<file path="src/rtl/fetch_pkg.sv">
// fetch_pkg: shared definitions for the fetch sequencer and the fetch datapath.
//   - state_t      : internal 3-bit FSM state (IDLE, LOAD, PRIME, RUN, HALT)
//   - STATE_O_*    : 2-bit debug encodings presented on state_o
//   - DEF_ADDR_W / DEF_INSTR_W : default PC and instruction widths
//   - jump_target  : jump destination formed from pc+1 and an instruction,
//                    shared by the datapath jump mux and the halt detector
package fetch_pkg;

  localparam int DEF_ADDR_W  = 8;
  localparam int DEF_INSTR_W = 8;

  typedef enum logic [2:0] {
    ST_IDLE  = 3'b000,
    ST_LOAD  = 3'b001,
    ST_PRIME = 3'b010,
    ST_RUN   = 3'b011,
    ST_HALT  = 3'b100
  } state_t;

  // HALT deliberately shares the IDLE code; halted tells them apart.
  localparam logic [1:0] STATE_O_IDLE  = 2'b00;
  localparam logic [1:0] STATE_O_LOAD  = 2'b01;
  localparam logic [1:0] STATE_O_PRIME = 2'b10;
  localparam logic [1:0] STATE_O_RUN   = 2'b11;
  localparam logic [1:0] STATE_O_HALT  = 2'b00;

  // A jump keeps the top two bits of pc+1 (the current 64-word page)
  // and takes the low six bits from the instruction.
  function automatic logic [DEF_ADDR_W-1:0] jump_target(
    input logic [DEF_ADDR_W-1:0]  pc_plus1,
    input logic [DEF_INSTR_W-1:0] instr
  );
    return {pc_plus1[DEF_ADDR_W-1:6], instr[5:0]};
  endfunction

endpackage

</file>
<file path="src/rtl/fetch_sequencer_sat_counter.sv">
// sat_counter: saturating up-counter.
//   clk   : clock
//   rst   : synchronous active-low reset, clears the count
//   clr   : synchronous clear (wins over inc)
//   inc   : count up by one, holding at all-ones
//   count : current count
module sat_counter #(
  parameter int WIDTH = 16
) (
  input  logic             clk,
  input  logic             rst,
  input  logic             clr,
  input  logic             inc,
  output logic [WIDTH-1:0] count
);

  logic [WIDTH-1:0] count_reg;

  always_ff @(posedge clk) begin
    if (!rst || clr) begin
      count_reg <= '0;
    end else if (inc && (count_reg != '1)) begin
      count_reg <= count_reg + WIDTH'(1);
    end
  end

  assign count = count_reg;

endmodule

</file>
<file path="src/rtl/fetch_sequencer.sv">
// fetch_sequencer: control FSM for the fetch datapath.
//   clk, rst                 : clock, synchronous active-low reset
//   load_req                 : start a program load (IDLE, RUN, HALT)
//   load_valid/data/last     : program byte stream, load_ready is the ready
//   run_start                : start execution at address 0 without loading
//   run_stall                : downstream stall, freezes the PC
//   pc, instr                : current PC and the instruction it addresses
//   imem_we/waddr/wdata      : instruction memory write port
//   pc_en, pc_clr            : PC register load enable / clear to 0
//   fetch_valid              : instr is issued this cycle
//   halted                   : FSM sits in HALT (jump-to-self seen)
//   retired                  : saturating count of issued instructions
//   state_o                  : 2-bit debug state (HALT reads as IDLE)
module fetch_sequencer
  import fetch_pkg::*;
#(
  parameter int ADDR_W  = DEF_ADDR_W,
  parameter int INSTR_W = DEF_INSTR_W,
  parameter int CNT_W   = 16
) (
  input  logic               clk,
  input  logic               rst,
  input  logic               load_req,
  input  logic               load_valid,
  input  logic [INSTR_W-1:0] load_data,
  input  logic               load_last,
  output logic               load_ready,
  input  logic               run_start,
  input  logic               run_stall,
  input  logic [ADDR_W-1:0]  pc,
  input  logic [INSTR_W-1:0] instr,
  output logic               imem_we,
  output logic [ADDR_W-1:0]  imem_waddr,
  output logic [INSTR_W-1:0] imem_wdata,
  output logic               pc_en,
  output logic               pc_clr,
  output logic               fetch_valid,
  output logic               halted,
  output logic [CNT_W-1:0]   retired,
  output logic [1:0]         state_o
);

  state_t              state_reg, state_next;
  logic [ADDR_W-1:0]   wptr_reg, wptr_next;
  logic [ADDR_W-1:0]   pc_plus1;
  logic                halt_hit;
  logic                issue;
  logic                retire_inc;
  logic                retire_clr;

  assign pc_plus1 = pc + ADDR_W'(1);

  // Jump-to-self: a jump whose target equals the current PC.
  assign halt_hit = instr[7] && (jump_target(pc_plus1, instr) == pc);

  always_ff @(posedge clk) begin
    if (!rst) begin
      state_reg <= ST_IDLE;
      wptr_reg  <= '0;
    end else begin
      state_reg <= state_next;
      wptr_reg  <= wptr_next;
    end
  end

  always_comb begin
    state_next  = state_reg;
    wptr_next   = wptr_reg;
    load_ready  = 1'b0;
    imem_we     = 1'b0;
    imem_waddr  = wptr_reg;
    imem_wdata  = load_data;
    pc_en       = 1'b0;
    pc_clr      = 1'b0;
    fetch_valid = 1'b0;
    issue       = 1'b0;
    retire_inc  = 1'b0;
    retire_clr  = 1'b0;

    if (!rst) begin
      // While reset is held the outputs look like IDLE, so a byte
      // presented mid-LOAD during reset is never written.
      pc_clr = 1'b1;
    end else begin
      case (state_reg)
        ST_IDLE: begin
          pc_clr = 1'b1;
          if (load_req) begin
            state_next = ST_LOAD;
            wptr_next  = '0;
          end else if (run_start) begin
            state_next = ST_PRIME;
          end
        end

        ST_LOAD: begin
          load_ready = 1'b1;
          if (load_valid) begin
            imem_we   = 1'b1;
            wptr_next = wptr_reg + ADDR_W'(1);  // wraps to 0 after the top address
            if (load_last || (wptr_reg == '1)) begin
              state_next = ST_PRIME;
            end
          end
        end

        ST_PRIME: begin
          pc_clr     = 1'b1;
          retire_clr = 1'b1;
          state_next = ST_RUN;
        end

        ST_RUN: begin
          issue       = !run_stall;
          fetch_valid = issue;
          pc_en       = issue && !halt_hit;
          retire_inc  = issue;
          // Halt beats a simultaneous load request; the load is taken
          // from HALT on the following cycle if still asserted.
          if (halt_hit) begin
            state_next = ST_HALT;
          end else if (load_req) begin
            state_next = ST_LOAD;
            wptr_next  = '0;
          end
        end

        ST_HALT: begin
          if (load_req) begin
            state_next = ST_LOAD;
            wptr_next  = '0;
          end else if (run_start) begin
            state_next = ST_PRIME;
          end
        end

        default: begin
          state_next = ST_IDLE;
        end
      endcase
    end
  end

  // Debug outputs decoded straight from the state register.
  always_comb begin
    case (state_reg)
      ST_LOAD:  state_o = STATE_O_LOAD;
      ST_PRIME: state_o = STATE_O_PRIME;
      ST_RUN:   state_o = STATE_O_RUN;
      ST_HALT:  state_o = STATE_O_HALT;
      default:  state_o = STATE_O_IDLE;
    endcase
  end

  assign halted = (state_reg == ST_HALT);

  sat_counter #(
    .WIDTH (CNT_W)
  ) u_retired (
    .clk   (clk),
    .rst   (rst),
    .clr   (retire_clr),
    .inc   (retire_inc),
    .count (retired)
  );

endmodule

</file>
<file path="config.mk">
export PLATFORM = sky130hd
export DESIGN_NAME = fetch_sequencer
export DESIGN_NICKNAME = d
export VERILOG_FILES = /design/src/rtl/fetch_pkg.sv /design/src/rtl/fetch_sequencer_sat_counter.sv /design/src/rtl/fetch_sequencer.sv
export SDC_FILE = /design/constraint.sdc
export NUM_CORES = 1
export LEC_CHECK = 0
export ABC_CLOCK_PERIOD_IN_PS = 2900
export BUFFER_PORTS_ARGS = -buffer_cell sky130_fd_sc_hd__buf_2
export CAP_MARGIN = 20
export CORE_MARGIN = 1
export CORE_UTILIZATION = 52
export CTS_CLUSTER_SIZE = 28
export DETAILED_ROUTE_END_ITERATION = 8
export PLACE_DENSITY_LB_ADDON = 0.1
export SYNTH_ARGS = -nofsm -noshare
export SYNTH_HDL_FRONTEND = slang
export SYNTH_SLANG_ARGS = --single-unit
export TNS_END_PERCENT = 50
</file>
<file path="constraint.sdc">
create_clock -name clk -period 2.9 [get_ports clk]
set_input_delay 0.58 -clock clk [delete_from_list [all_inputs] [get_ports clk]]
set_output_delay 0.58 -clock clk [all_outputs]
set_load 0.02 [all_outputs]
</file>
After elaboration in Yosys (flattened, before gate mapping) --
Cells that the tools add are included.
Word-level totals: bits in registers 27, input bits 31, output and inout port bits 40, logic and storage cells 57
Operators by class: add/sub/neg operators 3, equality and inequality tests 12, mux-type cells 25, reductions and logical operators 14
Operators with widths (number):
- $mux W8 | 3
- $pmux W8 S3 | 1
- $mux W3 | 6
- $add A16 B1 Y16 const B | 1
- $add A8 B1 Y8 const B | 2
- $ne A16 B16 Y1 const B | 1
- $mux W1 | 13
- $pmux W3 S4 | 1
- $eq A8 B8 Y1 | 1
- $eq A8 B8 Y1 const B | 1
- $eq A3 B2 Y1 const B | 2
- $ne A2 B2 Y1 const B | 3
- $pmux W2 S3 | 1
- $reduce_and A4 Y1 | 1
- $reduce_or A2 Y1 | 2
- $eq A3 B1 Y1 const B | 1
- $eq A3 B3 Y1 const B | 1
- $logic_and A1 B1 Y1 | 3
- $logic_not A1 Y1 | 3
- $logic_not A3 Y1 | 1
- $ne A3 B1 Y1 const B | 1
- $ne A3 B3 Y1 const B | 1
- $reduce_and A3 Y1 | 1
- $reduce_bool A3 Y1 | 1
- $logic_or A1 B1 Y1 | 2

Logic depth before layout (Yosys ltp) --
Gate-level depths: netlist (run 1).
word-level depth 7, gate-level depth with buffers 7, gate-level depth less buffers 6

Modules after synthesis --
From an unflattened synthesis (run 1), not the netlist that was laid out.
Unflattened totals: cell total of the unflattened synthesis 203, area, all modules 1680.4 um^2
By module, submodules not included:
- sat_counter | times used 1, cells an instance 94, area each 862.1 um^2, sequential area each 320.3 um^2
- fetch_sequencer | times used 1, cells an instance 109, area each 818.3 um^2, sequential area each 220.2 um^2

Least setup slack after synthesis (run 1) --
OpenSTA, ideal clock, no wires.
kind input to output, start point in instr[1], end point out pc_en, arrival time 1.543 ns, required time 2.320 ns, slack 0.777 ns, stages on the path 5, buffers on the path 0, cell sequence inv_1 a222oi_1 nor4b_2 nor2_1 and2_1
On the way: longest elaborated chain between the ends 6
RTL lines:
- start, declared | line fetch_sequencer.sv:31 | input logic [INSTR_W-1:0] instr,
- $eq A8 B8 Y1 | line fetch_sequencer.sv:54 | assign halt_hit = instr[7] && (jump_target(pc_plus1, instr) == pc);
- $logic_and A1 B1 Y1 | line fetch_sequencer.sv:54
- $logic_not A1 Y1 | line fetch_sequencer.sv:116 | pc_en = issue && !halt_hit;
- $logic_and A1 B1 Y1 | line fetch_sequencer.sv:116
- $mux W1 | line fetch_sequencer.sv:85 | case (state_reg)
- $mux W1 | line fetch_sequencer.sv:80 | if (!rst) begin
- end, declared | line fetch_sequencer.sv:35 | output logic pc_en,
Every way passes these cells.

Worst setup path in the final report (run 1) --
start point in pc[2], end point out pc_en
On the way: longest elaborated chain between the ends 7
RTL lines:
- start, declared | line fetch_sequencer.sv:30 | input logic [ADDR_W-1:0] pc,
- $add A8 B1 Y8 | line fetch_sequencer.sv:51 | assign pc_plus1 = pc + ADDR_W'(1);
- $eq A8 B8 Y1 * | line fetch_sequencer.sv:54
- $logic_and A1 B1 Y1 * | line fetch_sequencer.sv:54
- $logic_not A1 Y1 * | line fetch_sequencer.sv:116
- $logic_and A1 B1 Y1 * | line fetch_sequencer.sv:116
- $mux W1 * | line fetch_sequencer.sv:85
- $mux W1 * | line fetch_sequencer.sv:80
Every way passes the cells marked *; elsewhere a longest branch is shown, timed or not.

==> impl_metrics.ini, run 1 <==
[synthesis]
netlist-cell-type-count = 58
yosys-top-cells-count = dfxtp_1 (27), nor2_1 (27), nand2_1 (18)
seq_area_frac_synth_pct = 31.6
synthTopCellsByArea = dfxtp_1 (32%), xnor2_1 (8.2%), nor2_1 (5.9%)
synth_top_cell_by_area = dfxtp_1
synth-edff-count = 0
ys_async_sr_fraction_pct = 0
avgSynthCellArea_um2 = 8.29
syn_inst = 206
synth-main-ff-cell = dfxtp_1
synth.top_cell.area_share_pct = 31.6
syn_area_um2 = 1710
synth_nets = 239
ys_ff_latch = 27
ys.warnings.count = 0

[placed_design]
dpl.hpwl_um = 2560
gp_congestion = 0.788
portBuffers = 51
place_area_um2 = 1930

[worst_setup_path]
arrival_ns = 1.69
cp_slowest_cell = nor4b_2
cp-end-kind = primary output
cp_top_family = simple AND/OR/NAND/NOR gates
slowest_delay_ns = 0.30
critical_path.max_fanout = 3
start_kind = input pin
crit_type = input pin to primary output
cp.required_ns = 2.32
path_common_cell = buf_2
worst-path-buf-inv = 3
path_cells = buf_2 > inv_1 > a222oi_1 > nor4b_2 > nor2_1 > and2_1 > buf_2

[sta]
finalHoldViolCount = 0
slew_headroom_pct = 55.9
setup_viol = 0
finalMaxSlewViolations = 0
rsz0062_at_grt = no
finClkSkew_ns = 0.0104
min_period_ns = 2.27
fin_crit_sh_pct = 78.4
setup-tns-final_ns = 0
fmax_ghz = 0.440
tightest_slew_ns = 0.654

[floorplan]
die_h_um = 59.3
die_area_um2 = 3520
rows = 20
fp.dieW_um = 59.3
core_area_um2 = 3080
initial_core_util_pct = 55.5
pin_count = 71

[routing]
drc_errors = 0
first_pass_iters = 4
drtIter0Drc = 81
antenna_left = 0
wirelength_um = 3450
routedWlPerCell_um = 11.8
vias = 1569
viasPerCell = 5.35

[clock_tree]
cts-root-buf = clkbuf_4
cts_sinks = 27
clock_path_buffers = 2
clk_latency_ns = 0.33
post_cts_buffers = 0
cts_made_buffers = 3
clk_pin_slew_ns = 0.15
post_cts_resized = 0
hold_buffers = 0
cts_tree = done
htree_levels = 1

[grt]
grt_overflow = 0
antenna_found_initial = 0
grt_pass1_vias = 1258
grtUsageTotal_pct = 19.8
grt_pass1_wl_um = 5420
grt_max_degree = 19

[cells_and_area]
antenna_cells = 0
layout-drive-gt1-share_pct = 30.5
finish.net_count = 283
largest_reg_flops = 16
syn2layout_area_growth_pct = 14.4
finalInstanceArea_um2 = 1950

[power]
powerDensity_nw_per_um2 = 400
leakagePower_uw = 0.000861
ir_drop_mv = 0.288

[run]
drv_cap = 0

[run_status]
status = complete, no violations

[worst_hold_path]
hold_path_class = flip-flop to flip-flop
worst paths after layout:
check	from	endpoint	slack, ns	cells after the start
max	pc[2]	pc_en	0.63	7
min	imem_waddr[6]$_SDFFE_PN0P_	imem_waddr[6]$_SDFFE_PN0P_	0.51	1
max reg2reg	u_retired.count[0]$_SDFFE_PP0P_	u_retired.count[13]$_SDFFE_PP0P_	0.95	6
min reg2reg	imem_waddr[6]$_SDFFE_PN0P_	imem_waddr[6]$_SDFFE_PN0P_	0.51	1
worst register-to-register path, cell delays in order, from the launching register on:
cell      delay, ns
dfxtp_1        0.40
ha_1           0.45
nand2_1        0.10
o311ai_0       0.57
nor3_1         0.13
xnor2_1        0.17
nor2_1         0.05
logic make-up (layout without fill, tap and decap cells):
family / Yosys count / in the layout / share of synthesized area, %
simple gates: 95 / 95 / 32.1
compound gates: 38 / 38 / 16.1
flops: 27 / 27 / 31.6
buf+inv: 25 / 68 / 8.79
xor+xnor: 17 / 17 / 8.72
fa+ha+maj: 2 / 2 / 1.46
mux: 2 / 2 / 1.17
layout by cell type, fill, tap and decap left out, drive strengths merged, types with 2 or more instances in the layout:
master / count
buf: 54
nor2: 27
dfxtp: 27
nand2: 19
xnor2: 16
nand3: 12
inv: 10
o21ai: 9
a31oi: 6
nor3: 5
nand4: 5
a311oi: 4
and2: 4
a21oi: 4
clkbuf: 4
and3: 4
nand2b: 3
nor4: 3
and2b: 3
mux2i: 2
o211ai: 2
or3: 2
ha: 2
through the flow:
step | utilization [%] | cells | hold WS [ns] | setup WS (ns) | power, uW
floorplan | - | 206 | 0.549 | 0.777 | 591
global placement | 62.6 | 289 | 0.489 | 0.643 | 619
detailed placement | 62.6 | 289 | 0.487 | 0.646 | 620
CTS | 63.5 | 293 | 0.521 | 0.646 | 792
global route | 63.5 | 293 | 0.544 | 0.555 | 829
finish | 63.5 | 293 | 0.514 | 0.627 | 781
report_power, final:
group,switching (uW),internal (uW),total [uW]
registers,20.1,381,401
logic,126,84.0,210
clock network,116,54.0,170
total,262,519,781
metal layers:
layer  wire, um  share of wire, %  GRT usage, %
met1       1620                47          25.7
met2       1600                46          33.1
met3        200               5.8          4.80
met4         23              0.67          4.08
met5          0                 0             0
final cells by class:
cell class / instances / area (um2)
inverters: 10 / 37.5
fillers: 309 / 1120
repair buffers: 54 / 278
clock buffers: 4 / 26.3
well taps: 44 / 55.1
flip-flops and latches: 27 / 541
multi-input cells: 154 / 1020
Note: power is estimated with default switching activity, not from simulation.
==> run 2, diff against run 1 <==
Settings changed: ABC_CLOCK_PERIOD_IN_PS 2900 to 2110, CORE_UTILIZATION 52 to 48.
Clock period 2.9 ns to 2.11 ns, I/O delays scaled along.
==> run 2 against run 1 <==
Net effect: critical path depth decreased by 2; sequential share of layout area decreased by 0.41 points; via count decreased by 0.83%; clock power increased by 36%; die area increased by 8.0%; sequential power increased by 38%; global-route usage decreased by 0.67 points; first-iteration DRC count increased by 3.7%; flip-flop and latch count unchanged; register-to-register slack got worse by 0.64 ns; routed wire length increased by 0.12%; critical endpoint unchanged.
==> impl_metrics.ini, run 2 (synthesized netlist as in run 1, its figures left out) <==
[placed_design]
place_area_um2 = 1960
gp_congestion = 0.826
placed_cells = 295
portBuffers = 51
dpl.hpwl_um = 2600

[cells_and_area]
layout_common_cells = buf_2 (51), nor2_1 (27), dfxtp_1 (25), nand2_1 (18), xnor2_1 (16)
finalInstanceArea_um2 = 1990
layout-drive-gt1-share_pct = 32.8
layoutNonFillerInstCount = 299
syn2layout_area_growth_pct = 16.7
final_common_cell = buf_2
multiInputGateArea_um2 = 1020
finish.net_count = 287
seq_area_um2 = 543
antenna_cells = 0
largest_reg_flops = 16
fillers = 349

[sta]
setup-tns-final_ns = 0
worst_hold_slack_ns = 0.425
finalMaxSlewViolations = 0
slew_headroom_pct = 70.0
fmax_ghz = 0.517
finalHoldViolCount = 0
rsz0062_at_grt = no
min_period_ns = 1.94
tightest_slew_ns = 0.450
setup_viol = 0
finClkSkew_ns = 0.0120
fin_crit_sh_pct = 91.7

[routing]
wirelength_um = 3450
first_pass_iters = 4
drtIter0Drc = 84
viasPerCell = 5.20
drc_errors = 0
vias = 1556
antenna_left = 0
routedWlPerCell_um = 11.5

[run]
drv_cap = 0

[power]
p_total_uw = 1080
leakagePower_uw = 0.000880
ir_drop_mv = 0.225
powerDensity_nw_per_um2 = 543

[worst_setup_path]
arrival_ns = 1.51
crit_cells = 5
cp_slowest_cell = dfxtp_1
path_cells = and2b_2 > nand2_1 > nor2_1 > and2_1 > buf_2
crit_type = flip-flop to primary output
cp_top_family = simple AND/OR/NAND/NOR gates
start_kind = flip-flop
reg2reg_depth = 6
worst-path-buf-inv = 1
cp-end-kind = primary output
critical_path.max_fanout = 7
slowest_delay_ns = 0.47
cp.required_ns = 1.69

[grt]
grt_overflow = 0
grtUsageTotal_pct = 19.1
grt_pass1_wl_um = 5510
antenna_found_initial = 0
grt_pass1_vias = 1325
grt_max_degree = 19

[floorplan]
initial_core_util_pct = 50.8
pin_count = 71
fp.dieW_um = 61.7
core_area_um2 = 3360
rows = 21
die_area_um2 = 3800
die_h_um = 61.7

[clock_tree]
cts_made_buffers = 3
clk_pin_slew_ns = 0.15
hold_buffers = 0
clock_path_buffers = 2
htree_levels = 1
cts_sinks = 27
cts_tree = done
clk_latency_ns = 0.33
cts-root-buf = clkbuf_4

[worst_hold_path]
hold_path_class = input pin to flip-flop
holdPathStages = 3

[run_status]
status = complete, no violations
## run 2: timing repair
item / 4_1_cts / 5_1_grt
setup buffers: 0 / 0
endpoints found under the setup margin: 0 / 2
resized for setup: 0 / 2
## run 2: worst paths after layout
path                                                 start                         end  slack, ns
worst max-delay path             state_reg[2]$_SDFFE_PN0P_                       pc_en       0.17
worst min-delay path                              load_req   state_reg[1]$_SDFFE_PN0P_       0.42
worst max register to register  imem_waddr[0]$_SDFFE_PN0P_   state_reg[0]$_SDFFE_PN0P_       0.31
worst min register to register  imem_waddr[6]$_SDFFE_PN0P_  imem_waddr[6]$_SDFFE_PN0P_       0.52
## run 2: tightest hold or removal path, cell delays in order
cell and delay (ns):
buf_2 0.13, or3_1 0.12, a21oi_1 0.05
## run 2: final cells by class
type,count,area share [%]
Multi-Input combinational cell,154,51.0
Clock inverter,1,0.377
Timing Repair Buffer,58,15.4
Clock buffer,3,1.13
Sequential cell,27,27.2
Tap cell,46,2.89
Inverter,10,1.88
## run 2: stage by stage
step / setup slack, ns / utilization (%)
5_1_grt: 0.0607 / 59.3
4_1_cts: 0.0852 / 59.2
2_1_floorplan: 0.303 / -
3_3_place_gp: 0.167 / 58.3
3_5_place_dp: 0.170 / 58.3
6_report: 0.174 / 59.3
## run 2: layer usage
| metal | track usage (%) | wire length (um) |
|---|---|---|
| met3 | 4.20 | 163 |
| met5 | 0 | 0 |
| met1 | 25.4 | 1680 |
| met4 | 6.35 | 23 |
| met2 | 30.7 | 1580 |
## run 2: power breakdown
group / total (uW) / internal (uW) / switching [uW]
Combinational: 296 / 120 / 176
Clock: 232 / 72.4 / 160
Sequential: 554 / 526 / 27.9
==> run 3, diff against run 2 <==
Settings changed: SETUP_SLACK_MARGIN set to 0.4, SYNTH_HIERARCHICAL set to 1.
==> run 3 against run 2 <==
Net effect: clock skew shrank 0.0074 ns; critical path depth up 2; synthesized area is 1.6% lower; sequential power is essentially flat; die area decreased by 1.6%; first-iteration DRC count is 6.0% higher; global-route usage up 3.4 points; synthesized cell count shrank 1.5%; via count is 13% higher; highest routed layer unchanged.
==> impl_metrics.ini, run 3 <==
[run_status]
status = complete, no violations

[sta]
worst_hold_slack_ns = 0.339
slew_headroom_pct = 47.1
finalMaxSlewViolations = 0
finalHoldViolCount = 0
finClkSkew_ns = 0.00461
setup_viol = 0
min_period_ns = 1.83
fin_crit_sh_pct = 86.5
setup-tns-final_ns = 0
tightest_slew_ns = 0.792
rsz0062_at_grt = yes
fmax_ghz = 0.548

[synthesis]
synth-edff-count = 0
syn_inst = 203
yosysMostFrequentCell = dfxtp_1
synth-main-ff-cell = dfxtp_1
syn_area_um2 = 1680
netlist-cell-type-count = 49
synthTopCellsByArea = dfxtp_1 (32%), nand2_1 (4.7%), a21oi_1 (4.5%)
synth.top_cell.area_share_pct = 32.2
seq_area_frac_synth_pct = 32.2
yosys-top-cells-count = dfxtp_1 (27), nand2_1 (21), a21oi_1 (15)
synth_nets = 236
avgSynthCellArea_um2 = 8.28
ys_ff_latch = 27
ys.warnings.count = 6
synth_top_cell_by_area = dfxtp_1
ys_async_sr_fraction_pct = 0

[clock_tree]
cts-root-buf = clkbuf_4
clk_pin_slew_ns = 0.16
cts_sinks = 27
htree_levels = 1
cts_tree = done
cts_made_buffers = 3
clock_path_buffers = 2
clk_latency_ns = 0.33

[floorplan]
die_area_um2 = 3740
rows = 21
initial_core_util_pct = 50.4
die_h_um = 61.2
fp.dieW_um = 61.2
pin_count = 71
core_area_um2 = 3340

[routing]
drtIter0Drc = 89
drc_errors = 0
antenna_left = 0
vias = 1757
first_pass_iters = 4
routedWlPerCell_um = 13.2
viasPerCell = 5.69
wirelength_um = 4070

[cells_and_area]
antenna_cells = 0
finalInstanceArea_um2 = 2230
finish.net_count = 297
layoutNonFillerInstCount = 309
syn2layout_area_growth_pct = 32.8
layout-drive-gt1-share_pct = 43.0
largest_reg_flops = 16
layout_common_cells = buf_2 (47), dfxtp_1 (22), nand2_1 (21), buf_4 (19), a21oi_1 (12)
final_common_cell = buf_2
final_util_pct = 66.9

[grt]
grt_pass1_vias = 1444
grt_max_degree = 16
grt_pass1_wl_um = 6400
grt_overflow = 0
grtUsageTotal_pct = 22.5
antenna_found_initial = 0

[placed_design]
dpl.hpwl_um = 2830
placed_cells = 291
gp_congestion = 0.787
place_area_um2 = 1970
portBuffers = 51

[worst_setup_path]
worst-path-buf-inv = 0
critical_path.max_fanout = 6
cp_top_family = simple AND/OR/NAND/NOR gates
cp-end-kind = flip-flop
start_kind = flip-flop
cp.required_ns = 2.39
slowest_delay_ns = 0.42
path_cells = and2b_2 > nand2_4 > nor2_4 > and3_4 > nand4_4 > or4_1 > a21oi_1
crit_type = flip-flop to flip-flop
cp_slowest_cell = or4_1
arrival_ns = 2.11

[power]
ir_drop_mv = 0.362
leakagePower_uw = 0.000953
powerDensity_nw_per_um2 = 531

[run]
drv_cap = 0

[worst_hold_path]
hold_path_class = input pin to flip-flop
run 3: cell count changes after synthesis, moves of 6 or more:
cell and change:
a21oi_1 +12, inv_1 -6, nor2_1 -15, xnor2_1 -10
run 3: path summary, 6_finish.rpt:
kind | depth (start not counted) | to | slack (ns) | start
setup / recovery | 7 | u_retired/count[13]$_SDFFE_PP0P_ | 0.28 | state_reg[2]$_SDFFE_PN0P_
hold reg to reg | 1 | imem_waddr[0]$_SDFFE_PN0P_ | 0.46 | imem_waddr[0]$_SDFFE_PN0P_
hold / removal | 4 | state_reg[2]$_SDFFE_PN0P_ | 0.34 | run_start
setup reg to reg | 7 | u_retired/count[13]$_SDFFE_PP0P_ | 0.28 | state_reg[2]$_SDFFE_PN0P_
run 3: cell type report:
cell class / count / area, um2
fillers: 298 / 1100
multi-input cells: 159 / 1160
inverters: 5 / 18.8
well taps: 46 / 57.6
repair buffers: 68 / 409
clock buffers: 3 / 22.5
flip-flops and latches: 27 / 554
clock inverters: 1 / 5.00
run 3: logic make-up (layout without fill, tap and decap cells):
| kind of cell | count (synthesis) | in the layout | share of synthesized area [%] |
|---|---|---|---|
| buffers and inverters | 17 | 77 | 5.81 |
| AOI/OAI and AO/OA | 55 | 55 | 21.7 |
| DFF | 27 | 27 | 32.2 |
| muxes | 2 | 2 | 1.27 |
| and+or+nand+nor | 93 | 93 | 33.9 |
| xor gates and xnor gates | 7 | 7 | 3.65 |
| adders and majority gates | 2 | 2 | 1.49 |
run 3: per-stage QoR:
step	total power (uW)	setup WS [ns]
final	1180	0.284
after global routing	1250	0.234
after CTS	1160	0.289
after detailed placement	875	0.234
after global placement	873	0.246
after floorplan	815	0.191
run 3: repair_timing:
item	in CTS	in global routing
pin swaps	9	10
setup endpoints to repair	17	28
hold buffers	0	0
buffers inserted	10	4
resized for setup	11	20
run 3: report_power, final:
| group | internal, uW | switching, uW |
|---|---|---|
| Sequential | 528 | 27.2 |
| Clock | 71.3 | 167 |
| Combinational | 170 | 221 |
| Total | 769 | 415 |
run 3: layer usage:
layer	wire [um]	share of wire, %	global-route usage (%)	vias up
li1	-	-	-	886
met5	0	0	0	-
met3	180	4.4	3.15	6
met4	36	0.88	8.12	0
met1	1950	48	31.5	809
met2	1900	47	35.2	56
run 3: tightest hold or removal path: cells and delay by family:
kind	cells	cell delay (ns)
and+or+nand+nor	2	0.10
buffers and inverters	1	0.07
AOI/OAI and AO/OA	1	0.05
